===== src/rtl/keypad_scanner.sv =====
// rtl/keypad_scanner.sv - 4x4 matrix keypad scanner with debounce and one-pulse key codes
// Optional build macro: KEYPAD_DIGITS_ONLY_EN (suppress DV for keys A-D, *, #)
module keypad_scanner #(
  parameter int CLKS_PER_SCAN = 1000,
  parameter int DEBOUNCE_CLKS = 250000
) (
  input  logic       i_Clk,
  input  logic       i_Reset,
  input  logic [3:0] i_Row,
  output logic [3:0] o_Col,
  output logic       o_Keypad_DV,
  output logic [3:0] o_Keypad_Digit
);

  localparam int SCAN_W = (CLKS_PER_SCAN > 1) ? $clog2(CLKS_PER_SCAN) : 1;
  localparam int DEB_W  = (DEBOUNCE_CLKS > 1) ? $clog2(DEBOUNCE_CLKS) : 1;

  localparam logic [SCAN_W-1:0] DWELL_LAST = SCAN_W'(CLKS_PER_SCAN - 1);
  localparam logic [DEB_W-1:0]  DEB_LAST   = DEB_W'(DEBOUNCE_CLKS - 1);

  localparam logic [1:0] ST_SCAN     = 2'd0;
  localparam logic [1:0] ST_DEBOUNCE = 2'd1;
  localparam logic [1:0] ST_HELD     = 2'd2;

  logic [3:0]        row_meta_q, row_meta_d;
  logic [3:0]        row_sync_q, row_sync_d;
  logic [1:0]        state_q, state_d;
  logic [SCAN_W-1:0] dwell_q, dwell_d;
  logic [DEB_W-1:0]  cnt_q, cnt_d;
  logic [1:0]        col_q, col_d;
  logic [3:0]        pat_q, pat_d;
  logic              dv_q, dv_d;
  logic [3:0]        digit_q, digit_d;

  logic              single_low;
  logic [3:0]        row_low;
  logic [1:0]        row_idx;
  logic [3:0]        key_code;
  logic              accept_key;

  // Decode the captured row pattern and the active column into the key code
  always_comb begin
    row_low    = ~row_sync_q;
    single_low = (row_low != 4'd0) && ((row_low & (row_low - 4'd1)) == 4'd0);
    case (pat_q)
      4'b1110: row_idx = 2'd0;
      4'b1101: row_idx = 2'd1;
      4'b1011: row_idx = 2'd2;
      4'b0111: row_idx = 2'd3;
      default: row_idx = 2'd0;
    endcase
    case ({row_idx, col_q})
      4'h0: key_code = 4'h1;
      4'h1: key_code = 4'h2;
      4'h2: key_code = 4'h3;
      4'h3: key_code = 4'hA;
      4'h4: key_code = 4'h4;
      4'h5: key_code = 4'h5;
      4'h6: key_code = 4'h6;
      4'h7: key_code = 4'hB;
      4'h8: key_code = 4'h7;
      4'h9: key_code = 4'h8;
      4'hA: key_code = 4'h9;
      4'hB: key_code = 4'hC;
      4'hC: key_code = 4'hE;
      4'hD: key_code = 4'h0;
      4'hE: key_code = 4'hF;
      default: key_code = 4'hD;
    endcase
`ifdef KEYPAD_DIGITS_ONLY_EN
    accept_key = (key_code <= 4'd9);
`else
    accept_key = 1'b1;
`endif
  end

  // Next-state logic: scan columns, debounce a single-row press, wait for release
  always_comb begin
    row_meta_d = i_Row;
    row_sync_d = row_meta_q;
    state_d    = state_q;
    dwell_d    = dwell_q;
    cnt_d      = cnt_q;
    col_d      = col_q;
    pat_d      = pat_q;
    dv_d       = 1'b0;
    digit_d    = digit_q;
    case (state_q)
      ST_SCAN: begin
        if (dwell_q == DWELL_LAST) begin
          dwell_d = '0;
          if (single_low) begin
            pat_d   = row_sync_q;
            cnt_d   = '0;
            state_d = ST_DEBOUNCE;
          end else begin
            col_d = col_q + 2'd1;
          end
        end else begin
          dwell_d = dwell_q + 1'b1;
        end
      end
      ST_DEBOUNCE: begin
        if (row_sync_q == pat_q) begin
          if (cnt_q == DEB_LAST) begin
            cnt_d   = '0;
            state_d = ST_HELD;
            if (accept_key) begin
              dv_d    = 1'b1;
              digit_d = key_code;
            end
          end else begin
            cnt_d = cnt_q + 1'b1;
          end
        end else begin
          cnt_d   = '0;
          dwell_d = '0;
          col_d   = col_q + 2'd1;
          state_d = ST_SCAN;
        end
      end
      ST_HELD: begin
        if (row_sync_q == 4'b1111) begin
          if (cnt_q == DEB_LAST) begin
            cnt_d   = '0;
            dwell_d = '0;
            col_d   = col_q + 2'd1;
            state_d = ST_SCAN;
          end else begin
            cnt_d = cnt_q + 1'b1;
          end
        end else begin
          cnt_d = '0;
        end
      end
      default: begin
        cnt_d   = '0;
        dwell_d = '0;
        state_d = ST_SCAN;
      end
    endcase
  end

  // State registers with synchronous active-high reset
  always_ff @(posedge i_Clk) begin
    if (i_Reset) begin
      row_meta_q <= 4'b1111;
      row_sync_q <= 4'b1111;
      state_q    <= ST_SCAN;
      dwell_q    <= '0;
      cnt_q      <= '0;
      col_q      <= 2'd0;
      pat_q      <= 4'b1111;
      dv_q       <= 1'b0;
      digit_q    <= 4'd0;
    end else begin
      row_meta_q <= row_meta_d;
      row_sync_q <= row_sync_d;
      state_q    <= state_d;
      dwell_q    <= dwell_d;
      cnt_q      <= cnt_d;
      col_q      <= col_d;
      pat_q      <= pat_d;
      dv_q       <= dv_d;
      digit_q    <= digit_d;
    end
  end

  assign o_Col          = ~(4'b0001 << col_q);
  assign o_Keypad_DV    = dv_q;
  assign o_Keypad_Digit = digit_q;

endmodule


===== config.mk =====
export PLATFORM = sky130hd
export DESIGN_NAME = keypad_scanner
export DESIGN_NICKNAME = d
export VERILOG_FILES = /design/src/rtl/keypad_scanner.sv
export SDC_FILE = /design/constraint.sdc
export NUM_CORES = 1
export LEC_CHECK = 0
export ABC_CLOCK_PERIOD_IN_PS = 3300
export CORE_UTILIZATION = 60
export DETAILED_ROUTE_END_ITERATION = 10
export PLACE_DENSITY = 0.8
export SLEW_MARGIN = 40
export SYNTH_ARGS = -nofsm -noshare
export SYNTH_HDL_FRONTEND = slang
export SYNTH_SLANG_ARGS = --single-unit

===== constraint.sdc =====
create_clock -name i_Clk -period 3.3 [get_ports i_Clk]
set_input_delay 0.33 -clock i_Clk [delete_from_list [all_inputs] [get_ports i_Clk]]
set_output_delay 0.33 -clock i_Clk [all_outputs]
set_load 0.01 [all_outputs]

; ---- After elaboration in Yosys (flattened, before gate mapping)
; Memory sizes are Yosys's and may differ from the RTL's. A register that Yosys moved wholly into a read port is not among the register bits.
; Index checks and enable logic that the tools add are counted.
[totals]
wordCells = 73
romBits = 64
in_bits = 6
out_inout_bits = 9
reg_bits = 45
memories = 1
[classes]
mux = 26
bitwise = 5
shifts = 1
reduce_logical = 12
addsub = 4
n_eq_ne = 16
[mem_list]
columns = memory, words, width, rd, rd_clocked_by_memory_dff, write_ports, line
row1 = (no name shown), 16, 4, 1, 1, 0, 52  ; case ({row_idx, col_q})
[ops]
columns = op, n
row1 = two-way mux 18 bit, 5
row2 = case mux 18 bit (3 select lines), 1
row3 = two-way mux 10 bit, 4
row4 = case mux 10 bit (3 select lines), 1
row5 = two-way mux 2 bit, 11
row6 = "adder 18 x 1 -> 18 bit, second input constant", 1
row7 = "== test 18 bit, second input constant", 1
row8 = case mux 2 bit (3 select lines), 3
row9 = "== test 4 bit, second input constant", 3
row10 = "inequality test 2 bit, second input constant", 6
row11 = "adder 10 x 1 -> 10 bit, second input constant", 1
row12 = "== test 10 bit, second input constant", 1
row13 = AND reduction 3 bit, 3
row14 = inverter 4 bit, 2
row15 = AND reduction 6 bit, 1
row16 = AND reduction 5 bit, 1
row17 = AND 4 bit, 1
row18 = "== test 4 x 3 -> 1 bit, second input constant", 1
row19 = == test 4 bit, 1
row20 = logical NOT 4 bit, 1
row21 = nonzero test 4 bit, 1
row22 = "<< shifter 1 x 2 -> 4 bit, first input constant", 1
row23 = "subtractor 4 x 1 -> 4 bit, second input constant", 1
row24 = "inequality test 3 bit, second input constant", 1
row25 = 10 further kinds, 11

; ---- Longest topological paths before layout
[depth]
ltp_word = 8
mapped_depth = 9
depth_no_buf = 7

; ---- Worst setup path after synthesis
; Ideal clock, no wire load.
[synth_timing]
path_type = register to register
from = reg cnt_q[10]
to = reg col_q[1]
period_less_slack_ps = 2025
t_arrival_ps = 1898
slack_ps = 1275
required_ps = 3172
n_path_buf = 2
path_stages_with_launch = 9
path_cell_list = dfxtp_1 > buf_6 > nor4b_4 > nand4_1 > o31a_1 > buf_6 > or4b_4 > mux2i_1 > nor2_1
[synth_between]
elab_chain_len = 3
[synth_lines]
columns = item, line
row1 = start: declaration, 29  ; logic [DEB_W-1:0] cnt_q, cnt_d;
row2 = start signal: assignment, 161  ; cnt_q <= cnt_d;
row3 = == test 18 bit, 124  ; if (cnt_q == DEB_LAST) begin
row4 = inequality test 2 bit (no source line), -
row5 = AND reduction 6 bit (no source line), -
row6 = end signal: assignment, 162  ; col_q <= col_d;
row7 = end: declaration, 30  ; logic [1:0] col_q, col_d;
; No other way between the ends.
; A chain may end at the register's enable or synchronous reset.

; ---- Worst setup path after layout
[layout_timing]
from = reg cnt_q[3]
to = reg cnt_q[14]
[layout_between]
elab_chain_len = 4
elab_cells_between_ends = 6
cone_classes = add/sub: 1 / eq/ne: 1 / mux: 4
[layout_lines]
columns = item, line
row1 = adder 18 x 1 -> 18 bit / == test 18 bit (equally long branches), -
row2 = two-way mux 18 bit *, "105, 124"
row3 = two-way mux 18 bit (on tied branches), "123, 104"
row4 = case mux 18 bit (3 select lines) *, 88  ; case (state_q)
; Every way passes the cells marked *; elsewhere a longest branch is shown, timed or not.

==> results.cfg <==
[critical_path]
cp.arrival_ns = 2.53
cp_cell_sequence = nor4b_4 > nand4_1 > or2_2 > o211a_1 > o21bai_2 > nor2_1
crit_family = simple AND/OR/NAND/NOR gates
crit_type = reg2reg
ff2ff_path_depth = 6
cp_max_fo = 16
timing.rr.start = cnt_q[3]
critPathSlowestCell = o21bai_2
start_kind = flop
end_kind = flop
critical_path_buf_inv_count = 0
critPathMaxStageDelay_ns = 0.57
worst_ep_required_time_ns = 3.47
crit_cells = 6
r2r_end = cnt_q[14]
ff2ff_setup_slack_ns = 0.94

[synth]
ys_async_sr_fraction = 0
synth_nets = 322
synth_cell_types = 45
synthFlopType = dfxtp_1
synthCells = 304
syn-cell-area_sq_um = 2640
ys_seq_area_frac = 0.372
yosysWarnings = 0
avgSynthCellArea_sq_um = 8.67
synth_edf_count = 0
synth_seq_cells = 49

[place]
dp_hpwl_um = 3490
io_buffer_count = 14
placedCellCount = 355
gp_congestion = 0.805

[routing]
wl_um = 5020
met3WireLength_um = 206
highest_layer = met4
via_per_inst = 5.78
dr.first_iter.drc_count = 226
wl_met2_um = 2360
wl_met1_um = 2360
vias = 2097
ant_nets = 0
routedWlPerCell_um = 13.8
dr.pass1.iters = 4
drc = 0

[floorplanning]
core_sq_um = 4120
placementRows = 23
die_w_um = 68.3
initial_core_util = 0.641
io_pins = 15
die_height_um = 68.3
die-area_sq_um = 4660

[clock_network]
cts.hold.buffers_added = 0
cts.sinks = 49
cts.repair.resized = 0
htreeDepth = 2
post_cts_buffers = 0
clock_path_buffers = 2
cts_made_buffers = 5
cts_tree = done
path_clk_slew_ns = 0.09
clockRootBuffer = clkbuf_8
insertion_delay_ns = 0.30

[sta]
clock.fmax_ghz = 0.423
period_minus_slack_ns = 2.36
rsz0062_at_grt = no
maxSlewHeadroom = 0.549
fin_worst_skew_ns = 0.00561
fin_setup_tns_ns = 0
drv_slew = 0
period_share = 0.716
hold_viol = 0
tightest_slew_ns = 0.675
setup_viol = 0

[global_route]
grt_usage = 0.238
grt_overflow = 0
grt_pass1_vias = 1930
grt_start_max_net_pins = 24
antenna_found_initial = 0
grt_pass1_wl_um = 8270

[final_layout]
final_common_cell = dfxtp_1
final_nets = 330
final_cell_mix = dfxtp_1, nor2_1, nand2_1
layoutNonFillerInstCount = 363
area_delta_synth_final_pct = 9.59
drive_above_1_share = 0.0958
antenna_cells = 0
fillers = 345

[hold_path]
hold_path_end = row_sync_q[3]
holdPathStages = 1
hold_path.class = reg2reg
hp-start = row_meta_q[3]

[flow_run]
drv_cap = 0

[power_and_ir_drop]
max-vdd-ir-drop_uv = 271
p_leak_nw = 1.07
pwr_density_cell_nw_per_um2 = 356
power_w = 0.00103

[status]
status = finished clean
cells in the mapped netlist, types with 6 or more instances:
library cell   n  area share
dfxtp_1       49        0.37
nor2_1        40       0.057
nand2_1       24       0.034
xnor2_1       22       0.073
inv_1         16       0.023
ha_1          12       0.057
nand3_1       11       0.021
or2_2         11       0.026
nor4_1        10       0.024
a21oi_1        9       0.017
nor3_1         9       0.017
clkbuf_1       8       0.011
nand2b_1       8       0.019
mux2i_1        7       0.027
nand4b_1       6       0.020
state kept, by name, indices dropped and copies added (netlist names):
register,count
state_q,2
pat_q,4
row_meta_q,4
row_sync_q,4
o_Keypad_DV,1
o_Keypad_Digit,4
col_q,2
cnt_q,18
dwell_q,10
area by class of cell:
type                            count  area [sq um]  area share
Clock buffer                        7          96.3      0.0333
Clock inverter                      1          5.00     0.00173
Inverter                           16          60.1      0.0208
Multi-Input combinational cell    225          1540       0.532
Sequential cell                    49           981       0.340
Tap cell                           50          62.6      0.0217
Timing Repair Buffer               15           148      0.0511
worst max-delay path by stage:
stage / startpoint / endpoint / slack, ns
6_report: cnt_q[3] / cnt_q[14] / 0.94
5_1_grt: row_sync_q[2] / cnt_q[11] / 0.75
4_1_cts: row_sync_q[2] / cnt_q[11] / 0.85
3_5_place_dp: row_sync_q[2] / cnt_q[11] / 0.90
3_3_place_gp: row_sync_q[2] / cnt_q[4] / 0.89
2_1_floorplan: cnt_q[10] / col_q[1] / 1.27
through the flow:
step | hold slack, ns | worst slack, ns | utilization | instance area [sq um]
detailed placement | 0.393 | 0.897 | 0.677 | 2790
finish | 0.413 | 0.938 | 0.702 | 2890
global route | 0.423 | 0.751 | 0.702 | 2890
floorplan | 0.389 | 1.27 | - | 2640
CTS | 0.413 | 0.845 | 0.701 | 2890
global placement | 0.391 | 0.888 | 0.674 | 2770
logic make-up after synthesis:
kind of cell,share of synthesized area
adders and majority gates,0.0570
and+or+nand+nor,0.302
muxes,0.0394
AOI/OAI and AO/OA,0.0992
DFF,0.372
xor gates and xnor gates,0.0797
buffers and inverters,0.0503
layer usage:
| metal | track usage | vias up |
|---|---|---|
| met5 | 0 | - |
| met4 | 0.112 | 0 |
| met3 | 0.0550 | 9 |
| met2 | 0.401 | 47 |
| met1 | 0.283 | 970 |
| li1 | - | 1071 |
power by group:
| group | internal, W | switching (W) |
|---|---|---|
| Clock | 0.000190 | 0.000194 |
| Sequential | 0.000598 | 0.00000608 |
| Combinational | 0.0000192 | 0.0000208 |
| Total | 0.000807 | 0.000221 |
worst register-to-register path: stages (launching register included):
cell and delay, ns:
dfxtp_1 0.49, nor4b_4 0.26, nand4_1 0.15, or2_2 0.36
o211a_1 0.27, o21bai_2 0.58, nor2_1 0.12
Note: power is estimated with default switching activity, not from simulation.
